## src/rtl/pipebomb_pkg.sv

```systemverilog
// ---------------------------------------------------------------
// pipebomb_pkg : shared types for the mean-reversion signal path
// Rev 1.0
// ---------------------------------------------------------------
`default_nettype none

package pipebomb_pkg;

  localparam int PRICE_Q_W = 48;
  localparam int DEV_W     = PRICE_Q_W + 1;

  typedef enum logic [1:0] {
    FLAT  = 2'd0,
    LONG  = 2'd1,
    SHORT = 2'd2
  } pos_state_e;

  typedef enum logic {
    BUY  = 1'b0,
    SELL = 1'b1
  } sig_side_e;

  typedef enum logic {
    ENTER = 1'b0,
    EXIT  = 1'b1
  } sig_kind_e;

  typedef struct packed {
    sig_side_e              side;
    sig_kind_e              kind;
    logic [PRICE_Q_W-1:0]   price_q32_16;
  } sig_t;

  function automatic sig_t make_sig(input sig_side_e side, input sig_kind_e kind,
                                    input logic [PRICE_Q_W-1:0] price);
    sig_t s;
    s.side         = side;
    s.kind         = kind;
    s.price_q32_16 = price;
    return s;
  endfunction

endpackage

`default_nettype wire

```

## src/rtl/mr_signal_gen_if.sv

```systemverilog
// ---------------------------------------------------------------
// mr_signal_gen_if : valid/ready intent channel to the order stage
// Rev 1.0
// ---------------------------------------------------------------
`default_nettype none

interface mr_signal_gen_if;
  import pipebomb_pkg::*;

  logic sig_valid;
  logic sig_ready;
  sig_t sig;

  modport master (output sig_valid, output sig, input sig_ready);
  modport slave  (input sig_valid, input sig, output sig_ready);

endinterface

`default_nettype wire

```

## src/rtl/sig_slot.sv

```systemverilog
// ---------------------------------------------------------------
// sig_slot : single-entry valid/ready holding register
// Rev 1.0
// ---------------------------------------------------------------
`default_nettype none

module sig_slot
  import pipebomb_pkg::*;
(
  input  wire logic       clk,
  input  wire logic       rstn,
  input  wire logic       wr_en_i,
  input  wire sig_t       wr_data_i,
  output logic            full_after_drain_o,
  mr_signal_gen_if.master out_if
);

  logic valid_q;
  sig_t data_q;

  // A write wins over a same-cycle drain so the slot never goes empty for a cycle.
  always_ff @(posedge clk or negedge rstn) begin
    if (!rstn) begin
      valid_q <= 1'b0;
      data_q  <= '0;
    end else if (wr_en_i) begin
      valid_q <= 1'b1;
      data_q  <= wr_data_i;
    end else if (valid_q && out_if.sig_ready) begin
      valid_q <= 1'b0;
    end
  end

  assign out_if.sig_valid   = valid_q;
  assign out_if.sig         = data_q;
  assign full_after_drain_o = valid_q && !out_if.sig_ready;

endmodule

`default_nettype wire

```

## src/rtl/mr_signal_gen.sv

```systemverilog
// ---------------------------------------------------------------
// mr_signal_gen : mid/EMA deviation -> hysteretic position FSM
// Rev 1.0
// ---------------------------------------------------------------
`default_nettype none

module mr_signal_gen
  import pipebomb_pkg::*;
#(
  parameter logic [PRICE_Q_W-1:0] ENTER_TH_Q     = 48'd65536,
  parameter logic [PRICE_Q_W-1:0] EXIT_TH_Q      = 48'd16384,
  parameter int                   COOLDOWN_CYC   = 64,
  parameter int                   WARMUP_SAMPLES = 32
) (
  input  wire logic                 clk,
  input  wire logic                 rstn,
  input  wire logic [PRICE_Q_W-1:0] mid_q32_16,
  input  wire logic [PRICE_Q_W-1:0] ema_q32_16,
  input  wire logic                 sample_valid,
  mr_signal_gen_if.master           sig_if,
  output logic [1:0]                pos_state,
  output logic [15:0]               drop_cnt
);

  localparam int CD_W = (COOLDOWN_CYC > 0) ? $clog2(COOLDOWN_CYC + 1) : 1;
  localparam int WU_W = ($clog2(WARMUP_SAMPLES + 1) > 8) ? $clog2(WARMUP_SAMPLES + 1) : 8;

  localparam logic signed [DEV_W-1:0] ENTER_POS = $signed({1'b0, ENTER_TH_Q});
  localparam logic signed [DEV_W-1:0] ENTER_NEG = -ENTER_POS;
  localparam logic signed [DEV_W-1:0] EXIT_POS  = $signed({1'b0, EXIT_TH_Q});
  localparam logic signed [DEV_W-1:0] EXIT_NEG  = -EXIT_POS;

  localparam logic [1:0] ST_FLAT  = FLAT;
  localparam logic [1:0] ST_LONG  = LONG;
  localparam logic [1:0] ST_SHORT = SHORT;

  // Stage 1: deviation and mid capture
  logic                        s1_valid_q;
  logic signed [DEV_W-1:0]     dev_q;
  logic [PRICE_Q_W-1:0]        mid_q;

  always_ff @(posedge clk or negedge rstn) begin
    if (!rstn) begin
      s1_valid_q <= 1'b0;
      dev_q      <= '0;
      mid_q      <= '0;
    end else begin
      s1_valid_q <= sample_valid;
      if (sample_valid) begin
        dev_q <= $signed({1'b0, mid_q32_16}) - $signed({1'b0, ema_q32_16});
        mid_q <= mid_q32_16;
      end
    end
  end

  // Stage 2: position FSM
  logic [1:0]      state_q, state_d;
  logic [CD_W-1:0] cd_q;
  logic [WU_W-1:0] warm_q;
  logic [15:0]     drop_q;
  logic            warm_done;
  logic            want_move;
  logic            is_enter;
  logic            slot_busy;
  logic            write_en;
  sig_t            sig_d;

  assign warm_done = (warm_q == WU_W'(WARMUP_SAMPLES));

  always_comb begin
    want_move = 1'b0;
    is_enter  = 1'b0;
    state_d   = state_q;
    sig_d     = '0;
    if (s1_valid_q && warm_done) begin
      case (state_q)
        ST_FLAT: begin
          if (cd_q == '0) begin
            if (dev_q <= ENTER_NEG) begin
              want_move = 1'b1;
              is_enter  = 1'b1;
              state_d   = ST_LONG;
              sig_d     = make_sig(BUY, ENTER, mid_q);
            end else if (dev_q >= ENTER_POS) begin
              want_move = 1'b1;
              is_enter  = 1'b1;
              state_d   = ST_SHORT;
              sig_d     = make_sig(SELL, ENTER, mid_q);
            end
          end
        end
        // Exits never flip directly into the opposite side.
        ST_LONG: begin
          if (dev_q >= EXIT_NEG) begin
            want_move = 1'b1;
            state_d   = ST_FLAT;
            sig_d     = make_sig(SELL, EXIT, mid_q);
          end
        end
        ST_SHORT: begin
          if (dev_q <= EXIT_POS) begin
            want_move = 1'b1;
            state_d   = ST_FLAT;
            sig_d     = make_sig(BUY, EXIT, mid_q);
          end
        end
        default: ;
      endcase
    end
  end

  assign write_en = want_move && !slot_busy;

  always_ff @(posedge clk or negedge rstn) begin
    if (!rstn) begin
      state_q <= ST_FLAT;
      cd_q    <= '0;
      warm_q  <= '0;
      drop_q  <= '0;
    end else begin
      if (write_en) begin
        state_q <= state_d;
      end
      if (write_en && is_enter) begin
        cd_q <= CD_W'(COOLDOWN_CYC);
      end else if (cd_q != '0) begin
        cd_q <= cd_q - 1'b1;
      end
      if (s1_valid_q && !warm_done) begin
        warm_q <= warm_q + 1'b1;
      end
      if (want_move && slot_busy && (drop_q != 16'hFFFF)) begin
        drop_q <= drop_q + 1'b1;
      end
    end
  end

  sig_slot u_slot (
    .clk                (clk),
    .rstn               (rstn),
    .wr_en_i            (write_en),
    .wr_data_i          (sig_d),
    .full_after_drain_o (slot_busy),
    .out_if             (sig_if)
  );

  assign pos_state = state_q;
  assign drop_cnt  = drop_q;

endmodule

`default_nettype wire
```

## src/flat_wrapper.sv

```systemverilog
// flat-port wrapper written by rule: the top's interface ports become plain ports
module mr_signal_gen_flat import pipebomb_pkg::*;
#(
  parameter logic [PRICE_Q_W-1:0] ENTER_TH_Q     = 48'd65536,
  parameter logic [PRICE_Q_W-1:0] EXIT_TH_Q      = 48'd16384,
  parameter int                   COOLDOWN_CYC   = 64,
  parameter int                   WARMUP_SAMPLES = 32
)
  (clk, rstn, mid_q32_16, ema_q32_16, sample_valid, pos_state, drop_cnt, sig_if_sig_valid, sig_if_sig, sig_if_sig_ready);
  mr_signal_gen_if sig_if_i ();
  input  wire logic clk;
  input  wire logic rstn;
  input  wire logic [PRICE_Q_W-1:0] mid_q32_16;
  input  wire logic [PRICE_Q_W-1:0] ema_q32_16;
  input  wire logic sample_valid;
  output logic [1:0] pos_state;
  output logic [15:0] drop_cnt;
  output wire logic [$bits(sig_if_i.sig_valid)-1:0] sig_if_sig_valid;
  output wire logic [$bits(sig_if_i.sig)-1:0] sig_if_sig;
  input wire logic [$bits(sig_if_i.sig_ready)-1:0] sig_if_sig_ready;
  assign sig_if_sig_valid = sig_if_i.sig_valid;
  assign sig_if_sig = sig_if_i.sig;
  assign sig_if_i.sig_ready = sig_if_sig_ready;
  mr_signal_gen #(.ENTER_TH_Q(ENTER_TH_Q), .EXIT_TH_Q(EXIT_TH_Q), .COOLDOWN_CYC(COOLDOWN_CYC), .WARMUP_SAMPLES(WARMUP_SAMPLES)) u_core (.clk(clk), .rstn(rstn), .mid_q32_16(mid_q32_16), .ema_q32_16(ema_q32_16), .sample_valid(sample_valid), .sig_if(sig_if_i), .pos_state(pos_state), .drop_cnt(drop_cnt));
endmodule
```

## config.mk

```make
export PLATFORM = sky130hd
export DESIGN_NAME = mr_signal_gen_flat
export DESIGN_NICKNAME = d
export VERILOG_FILES = /design/src/rtl/pipebomb_pkg.sv /design/src/rtl/mr_signal_gen_if.sv /design/src/rtl/sig_slot.sv /design/src/rtl/mr_signal_gen.sv /design/src/flat_wrapper.sv
export SDC_FILE = /design/constraint.sdc
export NUM_CORES = 1
export LEC_CHECK = 0
export ABC_AREA = 0
export BUFFER_PORTS_ARGS = -buffer_cell sky130_fd_sc_hd__buf_2
export CAP_MARGIN = 20
export CORE_MARGIN = 5
export CORE_UTILIZATION = 62
export DETAILED_ROUTE_END_ITERATION = 8
export PLACE_DENSITY_LB_ADDON = 0.05
export SYNTH_ARGS = -nofsm -noshare
export SYNTH_HDL_FRONTEND = slang
export SYNTH_SLANG_ARGS = --single-unit
```

## constraint.sdc

```tcl
create_clock -name clk -period 7.1 [get_ports clk]
set_input_delay 0.355 -clock clk [delete_from_list [all_inputs] [get_ports clk]]
set_output_delay 0.355 -clock clk [all_outputs]
set_load 0.02 [all_outputs]
```

# Word level (Yosys, flattened, before mapping)
# Index checks and enable logic that the tools add are counted.
# Widths: inputs -> output; s select.
op_classes:
  bitwise_logic: 0
  reduce_logical: 18
  n_shift: 0
  eq_ne: 8
  n_lt_le_gt_ge: 4
  n_addsub: 4
  div_mod_pow: 0
  n_mux: 26
  multipliers: 0
op_table:
  columns: ["operator", "count"]
  rows:
  - ["$mux 50", 5]
  - ["$pmux 50 s3", 1]
  - ["$ge 49x15->1 const B", 1]
  - ["$ge 49x18->1 const B", 1]
  - ["$le 49x16->1 const B", 1]
  - ["$le 49x17->1 const B", 1]
  - ["$mux 49", 1]
  - ["$sub 48x48->49", 1]
  - ["$add 16x1->16 const B", 1]
  - ["$ne 16x16->1 const B", 1]
  - ["$mux 7", 2]
  - ["$mux 1", 10]
  - ["$mux 2", 5]
  - ["$add 8x1->8 const B", 1]
  - ["$eq 8x6->1 const B", 1]
  - ["$logic_and 1x1->1", 8]
  - ["$logic_not 7->1", 1]
  - ["$reduce_and 7->1", 1]
  - ["$reduce_bool 7->1", 1]
  - ["$sub 7x1->7 const B", 1]
  - ["$ne 2x1->1 const B", 3]
  - ["$pmux 2 s3", 1]
  - ["$reduce_bool 2->1", 2]
  - ["$logic_not 1->1", 3]
  - ["6 further kinds", 6]
word_totals:
  inputBits: 100
  out_inout_bits: 69
  romBits: 0
  ff_bits: 182
  elab_cells: 71
  ram_bits: 0
  latchBits: 0
  memories: 0

# Depth between registers and ports, before layout
logic_depth:
  depth_word: 9
  mapped_depth: 12
  ltp_nobuf: 12

# By module
# From an unflattened synthesis, not the netlist that was laid out.
hier_totals:
  hier_cells: 989
  hier_area_um2: 10727.8
modules_own_cells:
  columns: ["mod", "instances", "area_each_um2", "seq_area_each_um2", "cells_per_inst"]
  rows:
  - ["mr_signal_gen", 1, 8580.7, 3278.1, 880]
  - ["sig_slot", 1, 2147.1, 1276.2, 109]

# Worst setup path after synthesis
# Ideal clock, no wire load.
synth_timing:
  kind: "input-to-reg"
  from: "input port mid_q32_16[0]"
  to: "register u_core.dev_q[30]"
  cell_stages: 12
  n_path_buf: 0
  path_slack_ps: 4304
  t_required_ps: 6975
  arrival_time_ps: 2672
  setup_ps: 125
  path_cell_list: "inv_1 ha_1 fa_1 nor2b_1 o211ai_1 a2111oi_4 o211ai_2 a31oi_1 a21oi_2 o21ai_1 xor2_1 mux2_2"
synth_between:
  elab_chain_len: 1
synth_lines:
  columns: ["element", "line_no", "source"]
  rows:
  - ["from (decl)", "flat_wrapper.sv:13", "input wire logic [PRICE_Q_W-1:0] mid_q32_16;"]
  - ["$sub 48x48->49", "mr_signal_gen.sv:50", "dev_q <= $signed({1'b0, mid_q32_16}) - $signed({1'b0, ema_q32_16});"]
  - ["to (signal assigned)", "mr_signal_gen.sv:50", null]
  - ["to (decl)", "mr_signal_gen.sv:39", "logic signed [DEV_W-1:0] dev_q;"]
# No other way between the ends.
# A chain may end at the register's enable or synchronous reset.

# Final worst setup path
layout_timing:
  from: "register u_core.dev_q[19]"
  to: "register u_core.u_slot.data_q, in the netlist u_core.u_slot.out_if.sig[28]"
layout_between:
  elab_chain_len: 7
  elab_cells_between_ends: 19
  classes_between: "4 x order compare; 14 x mux; 1 x reduce/logical"
layout_lines:
  columns: ["element", "line_no", "source"]
  rows:
  - ["$ge 49x18->1", "mr_signal_gen.sv:84", "end else if (dev_q >= ENTER_POS) begin"]
  - ["$mux 1", "mr_signal_gen.sv:84", null]
  - ["$mux 1", "mr_signal_gen.sv:79", "if (dev_q <= ENTER_NEG) begin"]
  - ["$mux 1", "mr_signal_gen.sv:78", "if (cd_q == '0) begin"]
  - ["$pmux 1 s3", "mr_signal_gen.sv:76", "case (state_q)"]
  - ["$mux 1", "mr_signal_gen.sv:75", "if (s1_valid_q && warm_done) begin"]
  - ["$logic_and 1x1->1", "mr_signal_gen.sv:112", "assign write_en = want_move && !slot_busy;"]
  - ["to (signal assigned)", "sig_slot.sv:28", "data_q <= wr_data_i;"]
  - ["to (decl)", "sig_slot.sv:19", "sig_t data_q;"]
# Parallel ways exist; a longest one is shown, timed or not.

==> impl_metrics.py <==
metrics = {
    "finish": {
        "final_layout_size_suffix_gt1_frac": 0.310,
        "filler_cell_count": 1253,
        "layout.area.seq_um2": 4550,
        "total_number_of_nets_in_the_final_design": 1277,
        "multi_input_area_um2": 5470,
        "antenna-diode-count": 0,
        "areaGrowthSynthToFinish_pct": 14.9,
    },
    "placement": {
        "hpwl_um": 17200,
        "finalWeightedCongestion": 0.894,
        "preCtsSetupSlack_ps": 3830,
        "place.port_buffers": 168,
    },
    "synth": {
        "synth.top_cells.by_area": "sky130_fd_sc_hd__dfrtp_1 43%, sky130_fd_sc_hd__mux2_2 8.8%, sky130_fd_sc_hd__mux2_4 7.0%",
        "synth_seq_cells": 182,
        "synth_top_cell_by_area": "sky130_fd_sc_hd__dfrtp_1",
        "synth_top_area_frac": 0.435,
        "synth_xor_xnor_area_share": 0.0543,
        "synth.area.mux_share": 0.160,
        "netlist_area_um2": 10500,
        "synth_top_family_by_area": "multiplexers",
        "synthesis.nets": 1116,
        "synth.yosys.warnings": 0,
        "yosysMostFrequentCell": "sky130_fd_sc_hd__dfrtp_1",
        "synth.cells.most_frequent": "182 x sky130_fd_sc_hd__dfrtp_1, 82 x sky130_fd_sc_hd__mux2_2, 66 x sky130_fd_sc_hd__inv_1, 56 x sky130_fd_sc_hd__ha_1, 56 x sky130_fd_sc_hd__nand2_1",
        "post_synth.cell_area_avg_um2": 10.9,
        "ys_seq_area_frac": 0.435,
        "yosys.cell_types.count": 73,
        "synth_ff_type": "sky130_fd_sc_hd__dfrtp_1",
        "compound_cell_area_share_of_the_yosys_netlist": 0.121,
        "syn-instance-count": 959,
        "synth_enable_flop_cells": 0,
        "ys_async_sr_fraction": 1.00,
        "synth-adder-area-share": 0.0688,
        "yosys.area_share.simple": 0.117,
    },
    "clocking": {
        "clock_sinks": 182,
        "worstSkewPairLatency_ps": 440,
        "cts_inserted_buffers": 17,
        "root_buffer": "sky130_fd_sc_hd__clkbuf_16",
        "cts_tree": "yes",
        "cts.path.max_buffers": 2,
        "clock_tree.htree_level_count": 4,
        "clock_pin_slew_worst_setup_and_hold_paths_ps": 70,
    },
    "critical_path": {
        "critical_path.max_stage_delay_ps": 560,
        "worst_setup_path_start_kind": "flop",
        "crit_chain": "nand4_1 -> nor4_1 -> nand3_1 -> mux2_4 -> o21ai_4 -> and2_4 -> nor2_8 -> buf_4 -> mux2_4",
        "arrival_ps": 3590,
        "worstPathMaxFanout": 27,
        "timing.critical_path.mode_cell": "sky130_fd_sc_hd__mux2_4",
        "worst_ep_required_time_ps": 7420,
        "critical_path.endpoint_type": "flop",
        "timing_worst_setup_path_type": "reg -> reg",
        "critical-path-slowest-cell": "sky130_fd_sc_hd__buf_4",
    },
    "floorplanning": {
        "core_area_um2": 16600,
        "die_area_um2": 19600,
        "ios": 169,
        "core.rowCount": 47,
        "die_x_um": 140,
        "die_height_um": 140,
        "initial_core_util": 0.632,
    },
    "sta": {
        "whs_ps": 170,
        "layout_worst_path_cycle_share": 0.461,
        "report.final.hold_viol_count": 0,
        "timing_worst_slew_pin_value_ps": 917,
        "setup_tns_ps": 0,
        "period_needed_ps": 3280,
        "timing.max_slew.rel_slack": 0.389,
        "setup_viol": 0,
        "worst_slack_setup_final_ps": 3820,
        "drv_slew": 0,
        "clock_skew_ps": 8.10,
        "grt_setup_unrepaired": "false",
        "clock.fmax_ghz": 0.305,
    },
    "drt": {
        "ant_nets": 0,
        "via_per_inst": 5.67,
        "wl_per_cell_um": 17.0,
        "vias": 7674,
        "route.final.wire_length_um": 23000,
        "initial_drc_count": 383,
        "drt_first_pass_iters": 4,
        "drc_errors": 0,
    },
    "global_routing": {
        "global_route.usage.met1": 0.327,
        "antenna_found_initial": 0,
        "wire_length_of_the_first_global_routing_pass_um": 38400,
        "met3_usage": 0.0436,
        "grt_pass1_vias": 7958,
        "grt_max_degree": 72,
        "global_route.peak_usage_layer": "met2",
        "globalRoute.totalOverflow": 0,
        "grt.met2_usage": 0.385,
        "grt_use_total": 0.235,
    },
    "power_and_ir_drop": {
        "power_per_cell_area_nw_per_um2": 255,
        "total_leakage_power_nw": 6.03,
        "power.ir.vdd_worst_mv": 0.192,
    },
    "status": {
        "status": "finished clean",
    },
    "worst_hold_path": {
        "min-delay-path-class": "in -> reg",
    },
    "job": {
        "drv.max_cap_violation_count": 0,
    },
}
## stage by stage
stage          std cells  instance area, µm²  total power, mW   util
2_1_floorplan        959               10500             1.88      -
4_1_cts             1353               12000             3.09  0.726
3_3_place_gp        1320               11400             2.10  0.689
6_report            1353               12000             3.06  0.726
5_1_grt             1353               12000             3.22  0.726
3_5_place_dp        1320               11400             2.12  0.689
## layer usage
layer  routed length, µm  vias up
met5                   0        -
met4                 298        0
met3                1030       26
met2               10900      175
met1               10800     3694
li1                    -     3779
## power breakdown
group,leakage (nW),switching (mW),internal [mW]
registers,2.28,0.136,1.22
logic,3.47,0.393,0.360
clock network,0.283,0.415,0.541
total,6.03,0.943,2.12
## worst max-delay path, delay by kind of cell (launching register included)
kind                   cells  cell delay [ps]
buffers and inverters      1              560
multiplexers               2              620
flip-flops                 1              400
AND/OR/NAND/NOR            5             1450
AO/OA/AOI/OAI              1               80
## path summary, 6_finish.rpt
path,from,to,slack (ps),cells past startpoint
min in group asynchronous,rstn,u_core.u_slot.out_if.sig[45],450,2
worst min register to register,u_core.warm_q[7],u_core.warm_q[7],480,1
worst max register to register,u_core.dev_q[19],u_core.u_slot.out_if.sig[28],3820,9
max in group asynchronous,rstn,u_core.dev_q[30],5360,3
worst min-delay path,mid_q32_16[3],u_core.mid_q[3],170,2
worst max-delay path,u_core.dev_q[19],u_core.u_slot.out_if.sig[28],3820,9
## state kept, by name (all words and copies together), names as in the netlist
signal,flops
u_core.u_slot.out_if.sig,50
u_core.dev_q,49
u_core.mid_q,48
u_core.drop_cnt,16
u_core.warm_q,8
u_core.cd_q,7
u_core.pos_state,2
u_core.s1_valid_q,1
u_core.u_slot.out_if.sig_valid,1
## logic make-up after synthesis
family          count (synthesis)
simple gates                  238
compound gates                186
flops                         182
mux                           133
buf+inv                        98
xor+xnor                       65
fa+ha+maj                      57
## final cells by class
type,count,area share
multi-input combinational,679,0.454
sequential,182,0.378
timing repair buffer,173,0.0739
clock buffer,19,0.0376
tap,220,0.0229
inverter,67,0.0209
clock inverter,13,0.0120
## cell usage in the layout, fill, tap and decap left out, types with 8 or more instances in the layout
| cell | synthesis | final |
|---|---|---|
| sky130_fd_sc_hd__mux2_4 | 49 | 49 |
| sky130_fd_sc_hd__xnor2_1 | 34 | 34 |
| sky130_fd_sc_hd__o21ai_0 | 27 | 27 |
| sky130_fd_sc_hd__a31oi_1 | 8 | 8 |
| sky130_fd_sc_hd__xor2_1 | 31 | 31 |
| sky130_fd_sc_hd__nand4_1 | 27 | 27 |
| sky130_fd_sc_hd__and3_1 | 10 | 10 |
| sky130_fd_sc_hd__buf_2 | 2 | 166 |
| sky130_fd_sc_hd__dfrtp_1 | 182 | 182 |
| sky130_fd_sc_hd__o21a_1 | 9 | 9 |
| sky130_fd_sc_hd__inv_1 | 66 | 66 |
| sky130_fd_sc_hd__nor2_1 | 47 | 47 |
| sky130_fd_sc_hd__mux2_2 | 82 | 82 |
| sky130_fd_sc_hd__nand3_1 | 22 | 22 |
| sky130_fd_sc_hd__nor4_1 | 20 | 20 |
| sky130_fd_sc_hd__a21oi_1 | 52 | 52 |
| sky130_fd_sc_hd__nor3_1 | 20 | 20 |
| sky130_fd_sc_hd__clkbuf_16 | 0 | 17 |
| sky130_fd_sc_hd__nand2_1 | 56 | 56 |
| sky130_fd_sc_hd__a21o_1 | 35 | 35 |
| sky130_fd_sc_hd__ha_1 | 56 | 56 |
## timing repair
| action | in CTS | in global routing |
|---|---|---|
| setup buffers | 0 | 0 |
| hold endpoints to repair | 58 | 0 |
| hold buffers | 1 | 0 |
| resized for setup | 0 | 0 |
Note: power is estimated with default switching activity, not from simulation.
